**src/rtl/score_digit_ctrl.sv**
```systemverilog
// Score HUD sequencer: binary-to-BCD conversion plus digit-slot font lookup.
// Optional build macro LEADING_ZERO_BLANK_EN blanks leading zero digits.
module score_digit_ctrl #(
    parameter int NUM_DIGITS = 4,
    parameter int BIN_W      = 14,
    parameter int ORIGIN_X   = 480,
    parameter int ORIGIN_Y   = 16,
    parameter int PITCH_LOG2 = 4
) (
    input  logic                      Clk,
    input  logic                      Reset_n,
    input  logic [BIN_W-1:0]          score_in,
    input  logic                      score_load,
    output logic                      busy,
    output logic                      conv_done,
    output logic [4*NUM_DIGITS-1:0]   bcd_out,
    input  logic [9:0]                DrawX,
    input  logic [9:0]                DrawY,
    output logic [3:0]                font_digit,
    input  logic [13:0][13:0][5:0]    font_in,
    output logic                      pixel_on,
    output logic [5:0]                pixel_color
);

    localparam int BW      = 4 * NUM_DIGITS;
    localparam int CW      = $clog2(BIN_W + 1);
    localparam int FIELD_W = NUM_DIGITS << PITCH_LOG2;
    localparam logic [63:0] MAXV = 64'(10 ** NUM_DIGITS - 1);

    typedef enum logic [1:0] {IDLE, CONV, COMMIT} state_t;

    state_t           state, state_nx;
    logic [BW-1:0]    scratch, scratch_nx, adj;
    logic [BIN_W-1:0] shreg, shreg_nx, pend;
    logic             pend_vld;
    logic [CW-1:0]    cnt;

    function automatic logic [BIN_W-1:0] clamp(input logic [BIN_W-1:0] v);
        if (64'(v) > MAXV) return BIN_W'(MAXV);
        return v;
    endfunction

    // shift-add-3: correct each BCD nibble before the doubling shift
    always_comb begin
        adj = scratch;
        for (int i = 0; i < NUM_DIGITS; i++) begin
            if (scratch[4*i +: 4] >= 4'd5)
                adj[4*i +: 4] = scratch[4*i +: 4] + 4'd3;
        end
        {scratch_nx, shreg_nx} = {adj, shreg} << 1;
    end

    always_ff @(posedge Clk or negedge Reset_n) begin
        if (!Reset_n) state <= IDLE;
        else          state <= state_nx;
    end

    always_comb begin
        state_nx  = state;
        busy      = (state != IDLE);
        conv_done = (state == COMMIT);
        unique case (state)
            IDLE:    if (score_load || pend_vld) state_nx = CONV;
            CONV:    if (cnt == CW'(1)) state_nx = COMMIT;
            COMMIT:  state_nx = pend_vld ? CONV : IDLE;
            default: state_nx = IDLE;
        endcase
    end

    always_ff @(posedge Clk or negedge Reset_n) begin
        if (!Reset_n) begin
            scratch  <= '0;
            shreg    <= '0;
            pend     <= '0;
            pend_vld <= 1'b0;
            cnt      <= '0;
            bcd_out  <= '0;
        end else begin
            unique case (state)
                IDLE: begin
                    if (score_load || pend_vld) begin
                        shreg    <= score_load ? clamp(score_in) : pend;
                        scratch  <= '0;
                        cnt      <= CW'(BIN_W);
                        pend_vld <= 1'b0;
                    end
                end
                CONV: begin
                    scratch <= scratch_nx;
                    shreg   <= shreg_nx;
                    cnt     <= cnt - CW'(1);
                    // commit lands together with the COMMIT state
                    if (cnt == CW'(1)) bcd_out <= scratch_nx;
                    if (score_load) begin
                        pend     <= clamp(score_in);
                        pend_vld <= 1'b1;
                    end
                end
                COMMIT: begin
                    if (pend_vld) begin
                        shreg   <= pend;
                        scratch <= '0;
                        cnt     <= CW'(BIN_W);
                    end
                    pend_vld <= score_load;
                    if (score_load) pend <= clamp(score_in);
                end
                default: ;
            endcase
        end
    end

    logic [9:0] dx, dy, idx, col;
    logic       hit_raw, hit;
    logic [3:0] dsel;
    logic       hit_q;
    logic [3:0] row_q, col_q;
    logic [5:0] pix;
    logic       lit;

    assign dx  = DrawX - 10'(ORIGIN_X);
    assign dy  = DrawY - 10'(ORIGIN_Y);
    assign idx = dx >> PITCH_LOG2;
    assign col = dx & 10'((1 << PITCH_LOG2) - 1);

    assign hit_raw = (DrawX >= 10'(ORIGIN_X)) && (dx < 10'(FIELD_W)) &&
                     (DrawY >= 10'(ORIGIN_Y)) && (dy < 10'd14) &&
                     (col < 10'd14);

`ifdef LEADING_ZERO_BLANK_EN
    logic blank, lead;
    always_comb begin
        dsel  = '0;
        blank = 1'b0;
        lead  = 1'b1;
        for (int i = 0; i < NUM_DIGITS; i++) begin
            lead = lead && (bcd_out[4*(NUM_DIGITS-1-i) +: 4] == 4'd0);
            if (idx == 10'(i)) begin
                dsel  = bcd_out[4*(NUM_DIGITS-1-i) +: 4];
                blank = lead && (i < NUM_DIGITS - 1);
            end
        end
        hit = hit_raw && !blank;
    end
`else
    always_comb begin
        dsel = '0;
        for (int i = 0; i < NUM_DIGITS; i++) begin
            if (idx == 10'(i)) dsel = bcd_out[4*(NUM_DIGITS-1-i) +: 4];
        end
        hit = hit_raw;
    end
`endif

    always_ff @(posedge Clk or negedge Reset_n) begin
        if (!Reset_n) begin
            hit_q      <= 1'b0;
            font_digit <= '0;
            row_q      <= '0;
            col_q      <= '0;
        end else begin
            hit_q <= hit;
            if (hit) begin
                font_digit <= dsel;
                row_q      <= dy[3:0];
                col_q      <= col[3:0];
            end
        end
    end

    // row/col only move on a hit, so the ROM index stays within 0..13
    assign pix = font_in[row_q][col_q];
    assign lit = hit_q && (pix != 6'd0);

    always_ff @(posedge Clk or negedge Reset_n) begin
        if (!Reset_n) begin
            pixel_on    <= 1'b0;
            pixel_color <= '0;
        end else begin
            pixel_on    <= lit;
            pixel_color <= lit ? pix : 6'd0;
        end
    end

endmodule

```
**config.mk**
```make
export PLATFORM = sky130hd
export DESIGN_NAME = score_digit_ctrl
export DESIGN_NICKNAME = d
export VERILOG_FILES = /design/src/rtl/score_digit_ctrl.sv
export SDC_FILE = /design/constraint.sdc
export NUM_CORES = 1
export LEC_CHECK = 0
export ABC_CLOCK_PERIOD_IN_PS = 3400
export BUFFER_PORTS_ARGS = -buffer_cell sky130_fd_sc_hd__buf_2
export CAP_MARGIN = 20
export CORE_AREA = 2 2 482 484
export CTS_BUF_LIST = sky130_fd_sc_hd__clkbuf_16
export CTS_CLUSTER_SIZE = 8
export DETAILED_ROUTE_END_ITERATION = 16
export DIE_AREA = 0 0 484 486
export GPL_ROUTABILITY_DRIVEN = 0
export SKIP_LAST_GASP = 1
export SYNTH_ARGS = -nofsm -noshare
export SYNTH_HDL_FRONTEND = slang
export SYNTH_SLANG_ARGS = --single-unit
```
**constraint.sdc**
```tcl
create_clock -name Clk -period 3.4 [get_ports Clk]
set_clock_uncertainty 0.2 [all_clocks]
set_input_delay 0.51 -clock Clk [delete_from_list [all_inputs] [get_ports Clk]]
set_output_delay 0.51 -clock Clk [all_outputs]
set_load 0.05 [all_outputs]
```
==> run_summary.xml <==
<?xml version="1.0" encoding="UTF-8"?>
<metrics>
  <group name="outcome">
    <metric name="run_status" unit="">complete, but fails checks</metric>
    <metric name="violations" unit="">negative setup slack</metric>
  </group>
  <group name="clock_tree">
    <metric name="clk_pin_slew" unit="ns">0.09</metric>
    <metric name="worst_skew_pair_later_pin_latency" unit="ns">0.39</metric>
    <metric name="max_root_sink_buffers" unit="">2</metric>
    <metric name="cts_tree" unit="">yes</metric>
    <metric name="cts_sinks" unit="">87</metric>
    <metric name="cts_inserted_buffers" unit="">9</metric>
    <metric name="ctsHtreeMaxLevel" unit="">3</metric>
    <metric name="clock-root-buffer" unit="">clkbuf_16</metric>
  </group>
  <group name="cells_and_area">
    <metric name="fill_cells" unit="">26600</metric>
    <metric name="post_route_cells_drive_above_1_share" unit="%">68.0</metric>
    <metric name="postLayoutCellArea" unit="um^2">27700</metric>
    <metric name="stdcell_count" unit="">5946</metric>
    <metric name="syn_to_final_growth" unit="%">89.4</metric>
    <metric name="multi_input_comb_area" unit="um^2">11800</metric>
    <metric name="num-nets-final" unit="">3998</metric>
    <metric name="seqCellArea" unit="um^2">2190</metric>
    <metric name="final_core_util" unit="%">12.1</metric>
  </group>
  <group name="critical_path">
    <metric name="critical_path.max_fanout" unit="">8</metric>
    <metric name="startpoint_of_the_most_critical_register_to_register_path" unit="">row_q[0]$_DFFE_PN0P_</metric>
    <metric name="r2r.worst_path.cells" unit="">11</metric>
    <metric name="crit_path_end_kind" unit="">flip-flop</metric>
    <metric name="worst_setup_path_start_kind" unit="">flip-flop</metric>
    <metric name="crit_path_kind" unit="">flip-flop to flip-flop</metric>
    <metric name="crit_arrival" unit="ns">3.48</metric>
    <metric name="ff2ff_setup_slack" unit="ns">-0.003</metric>
    <metric name="required" unit="ns">3.47</metric>
    <metric name="reg2reg_to" unit="">pixel_on$_DFF_PN0_</metric>
  </group>
  <group name="logic_synthesis">
    <metric name="yosys-top-cells-area" unit="">mux4_2 35%, dfrtp_1 15%, mux2i_1 7.5%, mux4_1 4.5%, o21ai_0 3.3%</metric>
    <metric name="synth-warning-count" unit="">0</metric>
    <metric name="ys_seq_area_share" unit="%">14.9</metric>
    <metric name="synth_cells" unit="">1371</metric>
    <metric name="syn_nets" unit="">2600</metric>
    <metric name="yosys.area.top_type_share" unit="%">35.2</metric>
    <metric name="synth_flop_cell" unit="">dfrtp_1</metric>
    <metric name="synth.ff_latch_count" unit="">87</metric>
    <metric name="yosys.cell_types.count" unit="">74</metric>
    <metric name="cell_area_after_synthesis" unit="um^2">14600</metric>
    <metric name="average_cell_area_after_synthesis" unit="um^2">10.7</metric>
    <metric name="ys_async_sr_fraction" unit="%">100</metric>
    <metric name="synth_largest_area_cell" unit="">mux4_2</metric>
    <metric name="synth_edf_count" unit="">0</metric>
  </group>
  <group name="timing">
    <metric name="final.period_utilization" unit="%">100</metric>
    <metric name="rsz0062_at_grt" unit="">true</metric>
    <metric name="clock.fmax" unit="MHz">294</metric>
    <metric name="worst_hold_slack" unit="ns">0.150</metric>
    <metric name="tightestPinTransition" unit="ns">0.928</metric>
    <metric name="setup_viol" unit="">1</metric>
    <metric name="post_route_setup_tns" unit="ns">-0.00309</metric>
    <metric name="timing.final.hold_violations" unit="">0</metric>
    <metric name="maxSlewViolCount" unit="">0</metric>
    <metric name="layout_min_cycle_time" unit="ns">3.40</metric>
    <metric name="final.setup.worst_slack" unit="ns">-0.00309</metric>
    <metric name="relSlewSlack" unit="%">38.1</metric>
  </group>
  <group name="routing">
    <metric name="drtAntennaViolNets" unit="">0</metric>
    <metric name="vias" unit="">22200</metric>
    <metric name="route.detailed.wl_per_inst" unit="um">40.7</metric>
    <metric name="route.detailed.drc" unit="">0</metric>
    <metric name="drt-pass1-iter-count" unit="">5</metric>
    <metric name="routed_via_density" unit="">3.74</metric>
    <metric name="routed_wirelength" unit="mm">242</metric>
    <metric name="detailedRoute.firstIterationViolations" unit="">1855</metric>
  </group>
  <group name="global_routing">
    <metric name="grt_pass1_wl" unit="mm">286</metric>
    <metric name="grt_antenna_before_repair" unit="">429</metric>
    <metric name="grt_overflow" unit="">0</metric>
    <metric name="vias_in_the_first_global_route" unit="">21000</metric>
    <metric name="grt_max_degree" unit="">60</metric>
    <metric name="grt_use_total" unit="%">19.6</metric>
  </group>
  <group name="pwr">
    <metric name="total_leakage_power" unit="nW">11.6</metric>
    <metric name="power_density_over_cell_area" unit="nW/um^2">224</metric>
    <metric name="fin_total_pwr" unit="mW">6.22</metric>
    <metric name="vdd.ir_drop.worst" unit="mV">0.232</metric>
  </group>
  <group name="floorplan">
    <metric name="fp.dieArea" unit="um^2">235000</metric>
    <metric name="die_h" unit="um">486</metric>
    <metric name="standard_cell_rows" unit="">176</metric>
    <metric name="io_pins" unit="">1242</metric>
    <metric name="core_area" unit="um^2">229000</metric>
    <metric name="die_width" unit="um">484</metric>
    <metric name="initial_utilization" unit="%">6.38</metric>
  </group>
  <group name="hold_path">
    <metric name="worst_hold_path.num_cells" unit="">3</metric>
    <metric name="hold_start" unit="">DrawX[0]</metric>
    <metric name="min_delay_path_class" unit="">primary input to flip-flop</metric>
    <metric name="holdPathEnd" unit="">col_q[0]$_DFFE_PN0P_</metric>
  </group>
  <group name="placement">
    <metric name="placedInstanceArea" unit="um^2">26200</metric>
    <metric name="port_buffer_count" unit="">1241</metric>
    <metric name="hpwl" unit="mm">221</metric>
    <metric name="pre_cts_ws" unit="ns">-1.00</metric>
    <metric name="place_inst" unit="">5759</metric>
  </group>
  <group name="flow_run">
    <metric name="max_cap_violations" unit="">0</metric>
  </group>
</metrics>
flip-flops by register name, indices dropped and copies added (netlist names), 2 cells and up:
signal / count
font_digit: 4
cnt: 4
state: 2
col_q: 4
row_q: 4
pixel_color: 6
scratch: 16
pend: 14
bcd_out: 16
shreg: 14
critical path, cell delays in order (launching register included):
cell       delay, ns
dfrtp_4         0.46
buf_12          0.18
buf_16          0.18
buf_16          0.17
clkbuf_16       0.16
buf_4           0.10
mux4_2          0.47
mux4_2          0.61
a21oi_4         0.23
buf_4           0.15
a32o_1          0.19
a41oi_2         0.13
where the power goes:
part	internal, mW	total [mW]	switching (mW)
logic	1.64	3.67	2.03
clock network	0.528	1.12	0.596
registers	1.25	1.43	0.174
worst max-delay path by stage:
stage / start / to / slack (ns) / cells past startpoint
3_5_place_dp: row_q[3]$_DFFE_PN0P_ / pixel_on$_DFF_PN0_ / -1.00 / 11
5_1_grt: row_q[0]$_DFFE_PN0P_ / pixel_on$_DFF_PN0_ / -0.08 / 12
6_report: row_q[0]$_DFFE_PN0P_ / pixel_on$_DFF_PN0_ / -0.003 / 11
4_1_cts: row_q[0]$_DFFE_PN0P_ / pixel_on$_DFF_PN0_ / -0.11 / 12
3_3_place_gp: row_q[3]$_DFFE_PN0P_ / pixel_on$_DFF_PN0_ / -1.01 / 11
2_1_floorplan: row_q[0]$_DFFE_PN0P_ / pixel_on$_DFF_PN0_ / 0.70 / 10
cells in the final DEF, fill, tap and decap left out, drive strengths merged, types with 5 or more instances in the layout:
cell	count
nand3	14
and3	6
nor3b	5
mux2i	110
a31oi	13
a22oi	25
o211ai	6
a221oi	15
and2	6
o21ai	104
o221ai	13
a21oi	83
dfrtp	87
nand2	127
nor4	5
diode	146
mux2	12
mux4	254
a21o	9
inv	37
a311oi	6
o31ai	7
nand3b	5
nor3	27
nor2	66
a22o	20
a41oi	5
clkbuf	13
nand2b	12
ha	16
a2111oi	6
a211oi	29
buf	1527
o22ai	29
nor2b	14
routing by layer:
metal  vias up  track usage, %  share of wire (%)
met5         -          0.0204               0.70
met4       244            5.02                3.5
met3       721            10.5                 13
met2      1934            33.5                 48
met1     10700            21.0                 35
li1       8672               -                  -
cells in the mapped netlist, types with 5 or more instances:
library cell  number
a311oi_1           6
mux4_2           229
ha_1              16
inv_1             31
a22oi_1           25
nor2b_1           14
nand3b_1           5
o21ai_1            7
buf_6             20
mux2i_1          110
buf_4             17
buf_8              7
buf_12             5
clkbuf_1          59
o21ai_0           97
a2111oi_0          5
o22ai_1           29
a22o_1            20
and2_1             6
buf_2             33
o221ai_1          13
nor3b_1            5
nor2_1            65
a21oi_1           83
a21o_1             9
nor3_1            26
a221oi_1          15
mux2_2            12
nand3_1           14
a211oi_1          29
nor4_1             5
o31ai_1            7
mux4_1            25
nand2_1          127
a31oi_1           13
nand2b_1          12
o211ai_1           6
and3_1             6
dfrtp_1           87
logic make-up (layout without fill, tap and decap cells):
family | count (synthesis) | count (layout) | synth area share, %
flops | 87 | 87 | 14.9
other cells | 0 | 146 | 0
mux | 376 | 376 | 48.1
fa+ha+maj | 16 | 16 | 1.37
compound gates | 410 | 410 | 18.6
xor+xnor | 4 | 4 | 0.239
buf+inv | 179 | 1582 | 7.43
simple gates | 299 | 299 | 9.39
cell type report:
class	instances	share of cell area, %
Multi-Input combinational cell	1105	42.7
Antenna cell	146	1.32
Inverter	33	0.474
Sequential cell	87	7.91
Clock buffer	9	0.812
Clock inverter	7	0.293
Tap cell	3026	13.6
Timing Repair Buffer	1533	32.9
repair_timing:
item / in CTS / in global routing
buffers inserted: 7 / 11
setup endpoints to repair: 7 / 7
hold buffers: 1 / 0
endpoints found under the hold margin: 20 / 0
resized for setup: 44 / 74
pin swaps: 1 / 28
cloned: 3 / 4
Note: power is estimated with default switching activity, not from simulation.
